### config.mk
export PLATFORM = sky130hd
export DESIGN_NAME = data_bus_master_arbiter_flat
export DESIGN_NICKNAME = d
export VERILOG_FILES = /design/src/rtl/data_bus_master_arbiter_if.sv /design/src/rtl/data_bus_master_arbiter.sv /design/src/flat_wrapper.sv
export SDC_FILE = /design/constraint.sdc
export NUM_CORES = 1
export LEC_CHECK = 0
export CAP_MARGIN = 20
export CORE_AREA = 2 2 124 126
export DETAILED_ROUTE_END_ITERATION = 7
export DIE_AREA = 0 0 126 128
export PLACE_DENSITY = 0.6
export SLEW_MARGIN = 20
export SYNTH_ARGS = -nofsm -noshare
export SYNTH_HDL_FRONTEND = slang
export SYNTH_SLANG_ARGS = --single-unit
### constraint.sdc
create_clock -name clk -period 3.4 [get_ports clk]
set_input_delay 1.02 -clock clk [delete_from_list [all_inputs] [get_ports clk]]
set_output_delay 1.02 -clock clk [all_outputs]
set_load 0.05 [all_outputs]
### src/rtl/data_bus_master_arbiter_if.sv
// data_bus: req/gnt request phase, rvalid/rdata response phase.
// master drives the request, slave answers with gnt and the response.
interface data_bus;
  logic        req;
  logic        we;
  logic [3:0]  be;
  logic [31:0] addr;
  logic [31:0] wdata;
  logic        gnt;
  logic        rvalid;
  logic [31:0] rdata;

  modport master (
    output req, we, be, addr, wdata,
    input  gnt, rvalid, rdata
  );

  modport slave (
    input  req, we, be, addr, wdata,
    output gnt, rvalid, rdata
  );
endinterface

### src/rtl/data_bus_master_arbiter.sv
// Two-master to one-slave data_bus arbiter, one outstanding transaction.
// Fixed or round-robin priority; responses routed back to the owner.
module data_bus_master_arbiter #(
  parameter bit ROUND_ROBIN = 1'b1
) (
  input  logic clk,
  input  logic rst_n,
  data_bus.slave  m0_dbus,
  data_bus.slave  m1_dbus,
  data_bus.master s_dbus,
  output logic owner,
  output logic busy
);

  typedef enum logic [1:0] {
    IDLE,
    WAIT_GNT,
    WAIT_RSP
  } state_t;

  state_t state_q, state_d;
  logic   owner_q, owner_d;
  logic   prio_q, prio_d;
  logic   fwd;
  logic   sel;
  logic   win;
  logic   own_req;

  // State, owner and tie-break preference registers.
  always_ff @(posedge clk or negedge rst_n) begin
    if (!rst_n) begin
      state_q <= IDLE;
      owner_q <= 1'b0;
      prio_q  <= 1'b0;
    end else begin
      state_q <= state_d;
      owner_q <= owner_d;
      prio_q  <= prio_d;
    end
  end

  // Arbitration, next state and all bus routing.
  // Outputs are forced to zero while reset is asserted.
  always_comb begin
    state_d = state_q;
    owner_d = owner_q;
    prio_d  = prio_q;
    fwd     = 1'b0;
    sel     = owner_q;
    win     = 1'b0;
    own_req = owner_q ? m1_dbus.req : m0_dbus.req;

    s_dbus.req     = 1'b0;
    s_dbus.we      = 1'b0;
    s_dbus.be      = 4'h0;
    s_dbus.addr    = 32'h0;
    s_dbus.wdata   = 32'h0;
    m0_dbus.gnt    = 1'b0;
    m0_dbus.rvalid = 1'b0;
    m0_dbus.rdata  = 32'h0;
    m1_dbus.gnt    = 1'b0;
    m1_dbus.rvalid = 1'b0;
    m1_dbus.rdata  = 32'h0;

    if (rst_n) begin
      unique case (state_q)
        IDLE: begin
          if (m0_dbus.req || m1_dbus.req) begin
            if (m0_dbus.req && m1_dbus.req)
              win = ROUND_ROBIN ? prio_q : 1'b0;
            else
              win = m1_dbus.req;
            fwd     = 1'b1;
            sel     = win;
            owner_d = win;
            if (s_dbus.gnt) begin
              state_d = WAIT_RSP;
              if (ROUND_ROBIN)
                prio_d = ~win;
            end else begin
              state_d = WAIT_GNT;
            end
          end
        end
        WAIT_GNT: begin
          if (own_req) begin
            fwd = 1'b1;
            if (s_dbus.gnt) begin
              state_d = WAIT_RSP;
              if (ROUND_ROBIN)
                prio_d = ~owner_q;
            end
          end else begin
            state_d = IDLE;
          end
        end
        WAIT_RSP: begin
          if (owner_q) begin
            m1_dbus.rvalid = s_dbus.rvalid;
            m1_dbus.rdata  = s_dbus.rdata;
          end else begin
            m0_dbus.rvalid = s_dbus.rvalid;
            m0_dbus.rdata  = s_dbus.rdata;
          end
          if (s_dbus.rvalid)
            state_d = IDLE;
        end
        default: state_d = IDLE;
      endcase

      if (fwd) begin
        if (sel) begin
          s_dbus.req   = m1_dbus.req;
          s_dbus.we    = m1_dbus.we;
          s_dbus.be    = m1_dbus.be;
          s_dbus.addr  = m1_dbus.addr;
          s_dbus.wdata = m1_dbus.wdata;
          m1_dbus.gnt  = s_dbus.gnt;
        end else begin
          s_dbus.req   = m0_dbus.req;
          s_dbus.we    = m0_dbus.we;
          s_dbus.be    = m0_dbus.be;
          s_dbus.addr  = m0_dbus.addr;
          s_dbus.wdata = m0_dbus.wdata;
          m0_dbus.gnt  = s_dbus.gnt;
        end
      end
    end
  end

  assign owner = owner_q;
  assign busy  = (state_q != IDLE);

endmodule

### src/flat_wrapper.sv
// flat-port wrapper written by rule: the top's interface ports become plain ports
module data_bus_master_arbiter_flat 
#(
  parameter bit ROUND_ROBIN = 1'b1
)
  (clk, rst_n, owner, busy, m0_dbus_req, m0_dbus_we, m0_dbus_be, m0_dbus_addr, m0_dbus_wdata, m0_dbus_gnt, m0_dbus_rvalid, m0_dbus_rdata, m1_dbus_req, m1_dbus_we, m1_dbus_be, m1_dbus_addr, m1_dbus_wdata, m1_dbus_gnt, m1_dbus_rvalid, m1_dbus_rdata, s_dbus_req, s_dbus_we, s_dbus_be, s_dbus_addr, s_dbus_wdata, s_dbus_gnt, s_dbus_rvalid, s_dbus_rdata);
  data_bus m0_dbus_i ();
  data_bus m1_dbus_i ();
  data_bus s_dbus_i ();
  input  logic clk;
  input  logic rst_n;
  output logic owner;
  output logic busy;
  input wire logic [$bits(m0_dbus_i.req)-1:0] m0_dbus_req;
  input wire logic [$bits(m0_dbus_i.we)-1:0] m0_dbus_we;
  input wire logic [$bits(m0_dbus_i.be)-1:0] m0_dbus_be;
  input wire logic [$bits(m0_dbus_i.addr)-1:0] m0_dbus_addr;
  input wire logic [$bits(m0_dbus_i.wdata)-1:0] m0_dbus_wdata;
  output wire logic [$bits(m0_dbus_i.gnt)-1:0] m0_dbus_gnt;
  output wire logic [$bits(m0_dbus_i.rvalid)-1:0] m0_dbus_rvalid;
  output wire logic [$bits(m0_dbus_i.rdata)-1:0] m0_dbus_rdata;
  input wire logic [$bits(m1_dbus_i.req)-1:0] m1_dbus_req;
  input wire logic [$bits(m1_dbus_i.we)-1:0] m1_dbus_we;
  input wire logic [$bits(m1_dbus_i.be)-1:0] m1_dbus_be;
  input wire logic [$bits(m1_dbus_i.addr)-1:0] m1_dbus_addr;
  input wire logic [$bits(m1_dbus_i.wdata)-1:0] m1_dbus_wdata;
  output wire logic [$bits(m1_dbus_i.gnt)-1:0] m1_dbus_gnt;
  output wire logic [$bits(m1_dbus_i.rvalid)-1:0] m1_dbus_rvalid;
  output wire logic [$bits(m1_dbus_i.rdata)-1:0] m1_dbus_rdata;
  output wire logic [$bits(s_dbus_i.req)-1:0] s_dbus_req;
  output wire logic [$bits(s_dbus_i.we)-1:0] s_dbus_we;
  output wire logic [$bits(s_dbus_i.be)-1:0] s_dbus_be;
  output wire logic [$bits(s_dbus_i.addr)-1:0] s_dbus_addr;
  output wire logic [$bits(s_dbus_i.wdata)-1:0] s_dbus_wdata;
  input wire logic [$bits(s_dbus_i.gnt)-1:0] s_dbus_gnt;
  input wire logic [$bits(s_dbus_i.rvalid)-1:0] s_dbus_rvalid;
  input wire logic [$bits(s_dbus_i.rdata)-1:0] s_dbus_rdata;
  assign m0_dbus_i.req = m0_dbus_req;
  assign m0_dbus_i.we = m0_dbus_we;
  assign m0_dbus_i.be = m0_dbus_be;
  assign m0_dbus_i.addr = m0_dbus_addr;
  assign m0_dbus_i.wdata = m0_dbus_wdata;
  assign m0_dbus_gnt = m0_dbus_i.gnt;
  assign m0_dbus_rvalid = m0_dbus_i.rvalid;
  assign m0_dbus_rdata = m0_dbus_i.rdata;
  assign m1_dbus_i.req = m1_dbus_req;
  assign m1_dbus_i.we = m1_dbus_we;
  assign m1_dbus_i.be = m1_dbus_be;
  assign m1_dbus_i.addr = m1_dbus_addr;
  assign m1_dbus_i.wdata = m1_dbus_wdata;
  assign m1_dbus_gnt = m1_dbus_i.gnt;
  assign m1_dbus_rvalid = m1_dbus_i.rvalid;
  assign m1_dbus_rdata = m1_dbus_i.rdata;
  assign s_dbus_req = s_dbus_i.req;
  assign s_dbus_we = s_dbus_i.we;
  assign s_dbus_be = s_dbus_i.be;
  assign s_dbus_addr = s_dbus_i.addr;
  assign s_dbus_wdata = s_dbus_i.wdata;
  assign s_dbus_i.gnt = s_dbus_gnt;
  assign s_dbus_i.rvalid = s_dbus_rvalid;
  assign s_dbus_i.rdata = s_dbus_rdata;
  data_bus_master_arbiter #(.ROUND_ROBIN(ROUND_ROBIN)) u_core (.clk(clk), .rst_n(rst_n), .m0_dbus(m0_dbus_i), .m1_dbus(m1_dbus_i), .s_dbus(s_dbus_i), .owner(owner), .busy(busy));
endmodule
Yosys cells after proc, flatten, opt, wreduce, memory -nomap -nowiden
Cells that the tools add are included.
{"block": "word_totals", "regBits": 4, "input_bits": 176, "output_inout_bits": 140}
{"block": "classes", "n_eq_ne": 8, "n_mux": 56, "bitwise_logic": 2, "n_reduce_logical": 7}
{"cell": "$mux W32", "count": 12}
{"cell": "$mux W1", "count": 33}
{"cell": "$mux W4", "count": 3}
{"cell": "$mux W2", "count": 5}
{"cell": "$ne A2 B2 Y1 const B", "count": 3}
{"cell": "$pmux W2 S3", "count": 1}
{"cell": "$reduce_and A6 Y1", "count": 1}
{"cell": "$ne A2 B1 Y1 const B", "count": 2}
{"cell": "$pmux W1 S2", "count": 2}
{"cell": "$reduce_and A4 Y1", "count": 1}
{"cell": "$reduce_bool A2 Y1", "count": 2}
{"cell": "$ne A3 B3 Y1 const B", "count": 1}
{"cell": "$eq A2 B1 Y1 const B", "count": 1}
{"cell": "$eq A2 B2 Y1 const B", "count": 1}
{"cell": "$logic_not A2 Y1", "count": 1}
{"cell": "$not A1 Y1", "count": 2}
{"cell": "$logic_and A1 B1 Y1", "count": 1}
{"cell": "$logic_or A1 B1 Y1", "count": 1}

Longest topological paths before layout
Gate-level depths: netlist of the first run.
{"block": "depth", "word_depth": 11, "mapped_depth": 7, "mapped_depth_nobuf": 3}

Least setup slack after synthesis of the first run
OpenSTA, ideal clock, no wires.
{"block": "synth_timing", "path_type": "in2out", "from": "input m1_dbus_req", "to": "output s_dbus_addr[0]", "arrival_ps": 2804, "required_time_ps": 2380, "path_slack_ps": -424, "stages": 6, "path_cell_list": "buf_2 a211oi_1 o2bb2ai_1 buf_4 buf_2 mux2i_1"}
{"block": "synth_via", "elab_chain_cells": 11, "word_cells_on_any_way": 17}
{"element": "from (decl)", "line_no": "flat_wrapper.sv:22", "rtl": "input wire logic [$bits(m1_dbus_i.req)-1:0] m1_dbus_req;"}
{"element": "$logic_and A1 B1 Y1", "line_no": "data_bus_master_arbiter.sv:69", "rtl": "if (m0_dbus.req && m1_dbus.req)"}
{"element": "$mux W1", "line_no": "data_bus_master_arbiter.sv:69"}
{"element": "$mux W1", "line_no": "data_bus_master_arbiter.sv:68", "rtl": "if (m0_dbus.req || m1_dbus.req) begin"}
{"element": "$mux W1", "line_no": "data_bus_master_arbiter.sv:66", "rtl": "unique case (state_q)"}
{"element": "$mux W1", "line_no": "data_bus_master_arbiter.sv:65", "rtl": "if (rst_n) begin"}
{"element": "$mux W1", "line_no": "data_bus_master_arbiter.sv:68"}
{"element": "$mux W1", "line_no": "data_bus_master_arbiter.sv:66"}
{"element": "$mux W1", "line_no": "data_bus_master_arbiter.sv:65"}
{"element": "$mux W32", "line_no": "data_bus_master_arbiter.sv:112", "rtl": "if (sel) begin"}
{"element": "$mux W32 *", "line_no": "data_bus_master_arbiter.sv:111", "rtl": "if (fwd) begin"}
{"element": "$mux W32 *", "line_no": "data_bus_master_arbiter.sv:65"}
{"element": "to (decl)", "line_no": "flat_wrapper.sv:33", "rtl": "output wire logic [$bits(s_dbus_i.addr)-1:0] s_dbus_addr;"}
Mark *: on every way between the ends. The rest lies on a longest branch, timed or not. The select of a mux whose other input is x is not followed.

Worst setup path in the final report of the first run
{"block": "layout_timing", "from": "input m1_dbus_req", "to": "output s_dbus_addr[16]"}
Same word-level chain as after synthesis.

==> results by group, run 1 <==
Outcome
  • Status: finished with violations
  • Failing checks: setup timing

Timing
  • Final worst slack: -0.0788 ns
  • Min Tclk post-route: approximately 3.5 ns
  • Clock skew: roughly 0.0021 ns
  • Final hold violations: 0
  • Max-slew violations: 0
  • Fin crit share: 102%
  • RSZ-0062 raised after global routing: yes
  • Rel. slew slack: around 64%
  • Setup Viol. Count Final: 66
  • Worst-Margin Slew: between 0.5 and 0.6 ns
  • Fmax: around 290 MHz

Die
  • Core area: 14,900 um2
  • Die ar.: ~16,000 um2
  • Die Span X: about 130 um
  • DIE HEIGHT: 128 um
  • Row cnt: 45
  • Starting Density: about a fifth
  • Top Ports: between 300 and 400

Worst hold path
  • Hold EP: u_core.prio_q$_DFFE_PN0P_
  • Min-delay src: u_core.prio_q$_DFFE_PN0P_
  • Hold Path Stages: 1
  • HP Class: flop to flop

Critical path
  • Crit path buf inv count: 5
  • Crit path arrival time: roughly 2.5 ns
  • Cell repeated most along the worst path: buf_4
  • Max stage delay cell, worst path: mux2i_2
  • Nature of the critical path endpoint: output port
  • Reg-to-reg slack, setup: between 1 and 1.5 ns
  • Worst Setup SP: m1_dbus_req
  • R2R Path Start: u_core.owner$_DFFE_PN0P_
  • Worst reg-to-reg path cell count: 5
  • Required @ worst endpoint: 2.38 ns
  • Largest fanout on the critical path: 7
  • CP Launch Type: input port
  • CP Cell Sequence: buf_8 > a211oi_2 > buf_4 > o2bb2ai_4 > buf_4 > buf_16 > mux2i_2 > buf_12
  • R2R Path End: u_core.prio_q$_DFFE_PN0P_
  • Family with the most delay on the worst path: buffers and inverters
  • Slowest stage delay, CP: 0.28 ns
  • Critical path class: input port to output port

Logic synthesis
  • Post-Syn Area: between 3000 and 4000 um2
  • Top-area cell type share of the netlist area: 39.7%
  • Mapped Cells: ~380
  • Mean post-synth cell area: 8.01 um2
  • Warnings, synthesis: 0
  • Sequential area share after synthesis: 3.26%
  • Syn nets: 559
  • Cell taking the most area after synthesis: o2111ai_1
  • Post-synthesis register bit count: 4
  • Netlist cell types: 27
  • Synth area leaders: o2111ai_1 40%, mux2i_1 23%, and2_1 13%, buf_2 6.0%, buf_6 4.8%

Routing
  • DR iter-0 viols: 255
  • Total Routed Length: 20,200 um
  • Vias per inst: about 5.6
  • Via count: roughly 5,000
  • DRC Markers: 0
  • DR pass1 iterations: 4
  • Routed len/inst: 22.8 um
  • Antenna viol nets, final: 0

Cells and area
  • Most common cell after layout, fill and taps aside: clkdlybuf4s50_1
  • Area Overhead vs Synth: 223%
  • Most frequent cells in the layout: 174 x clkdlybuf4s50_1, 157 x buf_12, 97 x o2111ai_1
  • Fin nets: 875
  • Fillers: about 1,100
  • Share of cells above drive strength 1: 48.6%
  • Post-layout util: between 60% and 70%

Clock network
  • Cts bufs inserted: 3
  • H-tree depth: 1
  • Worst-Skew Late Latency: about 0.22 ns
  • Clock-pin slew on the worst setup and hold paths: approximately 0.030 ns
  • Clk sinks: 4
  • TritonCTS clock tree: yes
  • Root buffer selected by CTS: clkbuf_16
  • Max clock buf depth: 2

Placed design
  • Port Buffers: about 320
  • Pre-CTS WS: -0.416 ns
  • Post-DP HPWL: 12,700 um
  • RePlAce Congestion: 0.808

Global routing
  • First-pass GRT wire length: ~30,000 um
  • GRT Residual Overflow: 0
  • Vias in the first global route: approximately 5,200
  • Initial antenna violation count: 2
  • Gr usage total: a little under a quarter
  • Pin count of the biggest net entering global routing: 93

Job
  • Max_cap viols: 0

Power and ir drop
  • Pwr dens: 687 nW/um2
  • Tot Pwr: 6.81 mW
  • Worst vdd ir: approximately 0.27 mV
  • Leakage: around 3.4 nW
-- per-layer routing --
metal	track usage [%]	part of all wire [%]
met2	42.7	53
met3	5.09	7.1
met1	26.8	37
met5	0	0
met4	6.92	3.2
-- repair_timing --
item                                    CTS  global route
gates cloned                             17             3
resized for setup                       106            50
buffers inserted                         22             1
hold buffers                              0             0
endpoints found under the setup margin  138            71
-- kinds of logic (layout without fill, tap and decap cells) --
| kind of cell | count (synthesis) | in the layout | synth area share, % |
|---|---|---|---|
| buf+inv | 81 | 395 | 15.1 |
| simple gates | 79 | 79 | 16.1 |
| compound gates | 147 | 147 | 42.1 |
| mux | 72 | 72 | 23.5 |
| other cells | 0 | 2 | 0 |
| flops | 4 | 4 | 3.26 |
-- layout make-up --
| cell class | instances | area, um2 | share of cell area (%) |
|---|---|---|---|
| clock buffers | 3 | 75.1 | 0.757 |
| repair buffers | 390 | 5820 | 58.7 |
| diodes | 2 | 5.00 | 0.0505 |
| multi-input cells | 298 | 3670 | 37.0 |
| flip-flops and latches | 4 | 100 | 1.01 |
| inverters | 2 | 7.51 | 0.0757 |
| well taps | 188 | 235 | 2.37 |
-- where the power goes --
group          switching, mW  internal (mW)
registers             0.0556         0.0702
clock network         0.0310          0.150
logic                   3.18           3.33
total                   3.26           3.55
-- worst max path at each step --
stage / cells after the start / to / slack [ns]
2_1_floorplan: 6 / s_dbus_addr[0] / -0.26
3_3_place_gp: 7 / s_dbus_addr[27] / -0.35
3_5_place_dp: 7 / s_dbus_addr[23] / -0.42
4_1_cts: 8 / s_dbus_wdata[11] / -0.07
5_1_grt: 8 / s_dbus_addr[16] / -0.13
6_report: 8 / s_dbus_addr[16] / -0.08
-- cell usage after synthesis (all sizes together) --
cell	instances
mux2	1
o221ai	1
dfrtp	4
or3	2
nand2	2
clkbuf	25
nor2b	2
and4	2
buf	54
nor3b	1
a211oi	1
or2	1
a21boi	1
a31oi	2
inv	2
mux2i	71
o2bb2ai	1
o2111ai	140
o211a	1
and2	66
nor2	2
or3b	1
-- registers in the layout (all words and copies together), names as in the netlist --
| name | flops |
|---|---|
| u_core.owner | 1 |
| u_core.prio_q | 1 |
| u_core.state_q | 2 |
-- through the flow --
stage | instances | hold slack, ns | area (um2) | setup TNS, ns
after floorplan | 383 | 0.465 | 3340 | -17.46
after global routing | 887 | 0.591 | 9920 | -6.24
after global placement | 839 | 0.511 | 8120 | -28.41
after detailed placement | 839 | 0.509 | 8120 | -32.92
final | 887 | 0.555 | 9920 | -2.44
after CTS | 881 | 0.574 | 9520 | -3.06
Note: power is estimated with default switching activity, not from simulation.
==> run 2, diff against run 1 <==
CTS_BUF_LIST = sky130_fd_sc_hd__clkbuf_16   (was not set)
TNS_END_PERCENT = 5   (was not set)
==> run 2 against run 1 <==
The flow still finishes with violations (setup timing); worst setup slack gained 0.035 ns; first-iteration DRC count grew 8.6%; clock power grew 3%; core utilization shrank 2.9 points; critical path type unchanged.
==> results by group, run 2 (synthesis results as in run 1) <==
Placed design
  • RePlAce Congestion: between 0.8 and 0.9
  • Post-DP HPWL: 13,400 um
  • Port Buffers: 315
  • Cells after DPL: 851

Critical path
  • CP Launch Type: input port
  • Critical path class: input port to output port
  • Largest fanout on the critical path: 9
  • Reg-to-reg slack, setup: around 1.6 ns
  • Required @ worst endpoint: 2.38 ns
  • Nature of the critical path endpoint: output port
  • Crit path arrival time: between 2 and 2.5 ns

Global routing
  • M3 GR Usage: under 10%
  • GR peak layer: met2
  • GRT Residual Overflow: 0
  • Pin count of the biggest net entering global routing: between 80 and 90
  • Gr usage total: approximately a fifth
  • Initial antenna violation count: 0
  • First-pass GRT wire length: 27,600 um
  • Vias in the first global route: approximately 4,900
  • Met1 Use GR: about a quarter
  • Met2 Resource Use GR: just over 40%

Die
  • Die Span X: ~130 um
  • Top Ports: ~320
  • Core area: 14,900 um2
  • Die ar.: 16,100 um2
  • Row cnt: 45
  • Starting Density: about a fifth
  • DIE HEIGHT: around 130 um

Clock network
  • Clk sinks: 4
  • Max clock buf depth: 2
  • H-tree depth: 1
  • TritonCTS clock tree: yes
  • Cts bufs inserted: 3
  • Worst-Skew Late Latency: 0.23 ns
  • Clock-pin slew on the worst setup and hold paths: about 0.030 ns
  • Root buffer selected by CTS: clkbuf_16

Timing
  • Clock skew: 0.000108 ns
  • Max-slew violations: 0
  • Min Tclk post-route: around 3.4 ns
  • Rel. slew slack: a little under three fifths
  • TNS Setup: -0.308 ns
  • Fin crit share: 101%
  • Setup Viol. Count Final: 26
  • RSZ-0062 raised after global routing: yes
  • Final worst slack: -0.0438 ns
  • Worst-Margin Slew: 0.662 ns
  • Final hold violations: 0
  • Worst hold slack: around 0.54 ns
  • Fmax: 290 MHz

Cells and area
  • Share of cells above drive strength 1: between 40 and 50%
  • Area Overhead vs Synth: 209%
  • Post-route non-filler standard cell count: about 880
  • Max reg flops: 2
  • Fillers: between 1,000 and 1,500
  • Fin nets: 866
  • Most common cell after layout, fill and taps aside: clkdlybuf4s50_1
  • Most frequent cells in the layout: 174 x clkdlybuf4s50_1, 157 x buf_12, 95 x o2111ai_1
  • Ant. Diodes: 0
  • Top reg by flops: u_core.state_q
  • Post-layout util: 63.8%

Power and ir drop
  • Switching share of power: about half
  • Tot Pwr: roughly 6.3 mW
  • Leakage: roughly 3.2 nW
  • Int Pwr: 3.26 mW
  • Share of power burned in registers: roughly 2.1%
  • P_sw: just over 3 mW
  • Combinational share of power: 94.9%
  • Clk network pwr share: under 10%
  • Worst vdd ir: approximately 0.4 mV
  • Pwr dens: about 670 nW/um2

Job
  • Max_cap viols: 0

Routing
  • Total Routed Length: between 15,000 and 20,000 um
  • Routed len/inst: between 20 and 25 um
  • Antenna viol nets, final: 0
  • DR pass1 iterations: 4
  • DRC Markers: 0
  • DR iter-0 viols: between 200 and 300
  • Via count: between 4,000 and 5,000
  • Vias per inst: roughly 5.4

Outcome
  • Status: finished with violations
  • Failing checks: setup timing

Worst hold path
  • HP Class: flop to flop
==> run 2: cell types whose count changed in the layout (fill, tap and decap cells not counted), moves of 2 or more <==
cell | before | now
bufbuf_16 | 4 | 0
buf_2 | 2 | 0
o2111ai_1 | 97 | 95
buf_4 | 24 | 21
mux2i_2 | 7 | 30
o2111ai_2 | 39 | 42
buf_16 | 15 | 10
mux2i_4 | 62 | 39
diode_2 | 2 | 0
buf_8 | 2 | 6
==> run 2: routing by layer <==
| layer | wire, um | part of all wire [%] |
|---|---|---|
| met1 | 6830 | 36 |
| met2 | 10100 | 54 |
| met3 | 1500 | 8.0 |
| met4 | 273 | 1.5 |
| met5 | 0 | 0 |
==> run 2: area by class of cell <==
| cell class | count | area [um2] | share of cell area (%) |
|---|---|---|---|
| clock buffer | 3 | 75.1 | 0.792 |
| inverter | 2 | 7.51 | 0.0792 |
| tap | 188 | 235 | 2.48 |
| sequential | 4 | 100 | 1.06 |
| timing repair buffer | 380 | 5570 | 58.7 |
| multi-input combinational | 299 | 3490 | 36.9 |
==> run 2: critical path, cell delays in order <==
cell             delay [ns]
clkdlybuf4s15_2        0.19
nor2b_4                0.16
buf_6                  0.11
buf_12                 0.09
buf_16                 0.14
buf_12                 0.14
o2111ai_2              0.14
mux2i_2                0.25
buf_12                 0.18
==> run 2: power groups by stage <==
stage | combinational, mW | clock, mW | sequential, mW
finish | 6.02 | 0.187 | 0.134
detailed placement | 4.88 | 0 | 0.123
global placement | 4.82 | 0 | 0.119
CTS | 5.78 | 0.189 | 0.133
global route | 6.22 | 0.194 | 0.138
floorplan | 2.69 | 0 | 0.111
==> run 2: what timing repair did <==
item                       CTS  global route
setup buffers               10             0
gates cloned                11             2
hold buffers                 0             0
setup endpoints to repair  138            71
pin swaps                    2             1
resized for setup           83            55
==> run 2: path summary, 6_finish.rpt <==
kind / start / endpoint / cells after the start
min reg2reg: u_core.prio_q$_DFFE_PN0P_ / u_core.prio_q$_DFFE_PN0P_ / 1
max in group asynchronous: rst_n / u_core.state_q[0]$_DFFE_PN0P_ / 2
max: rst_n / s_dbus_wdata[22] / 9
max reg2reg: u_core.owner$_DFFE_PN0P_ / u_core.prio_q$_DFFE_PN0P_ / 4
min: u_core.prio_q$_DFFE_PN0P_ / u_core.prio_q$_DFFE_PN0P_ / 1
min in group asynchronous: rst_n / u_core.prio_q$_DFFE_PN0P_ / 2
==> run 2: through the flow <==
stage | setup slack, ns | area (um2)
CTS | -0.0678 | 9090
finish | -0.0438 | 9480
global placement | -0.407 | 8180
global route | -0.0971 | 9480
floorplan | -0.259 | 3330
detailed placement | -0.472 | 8180
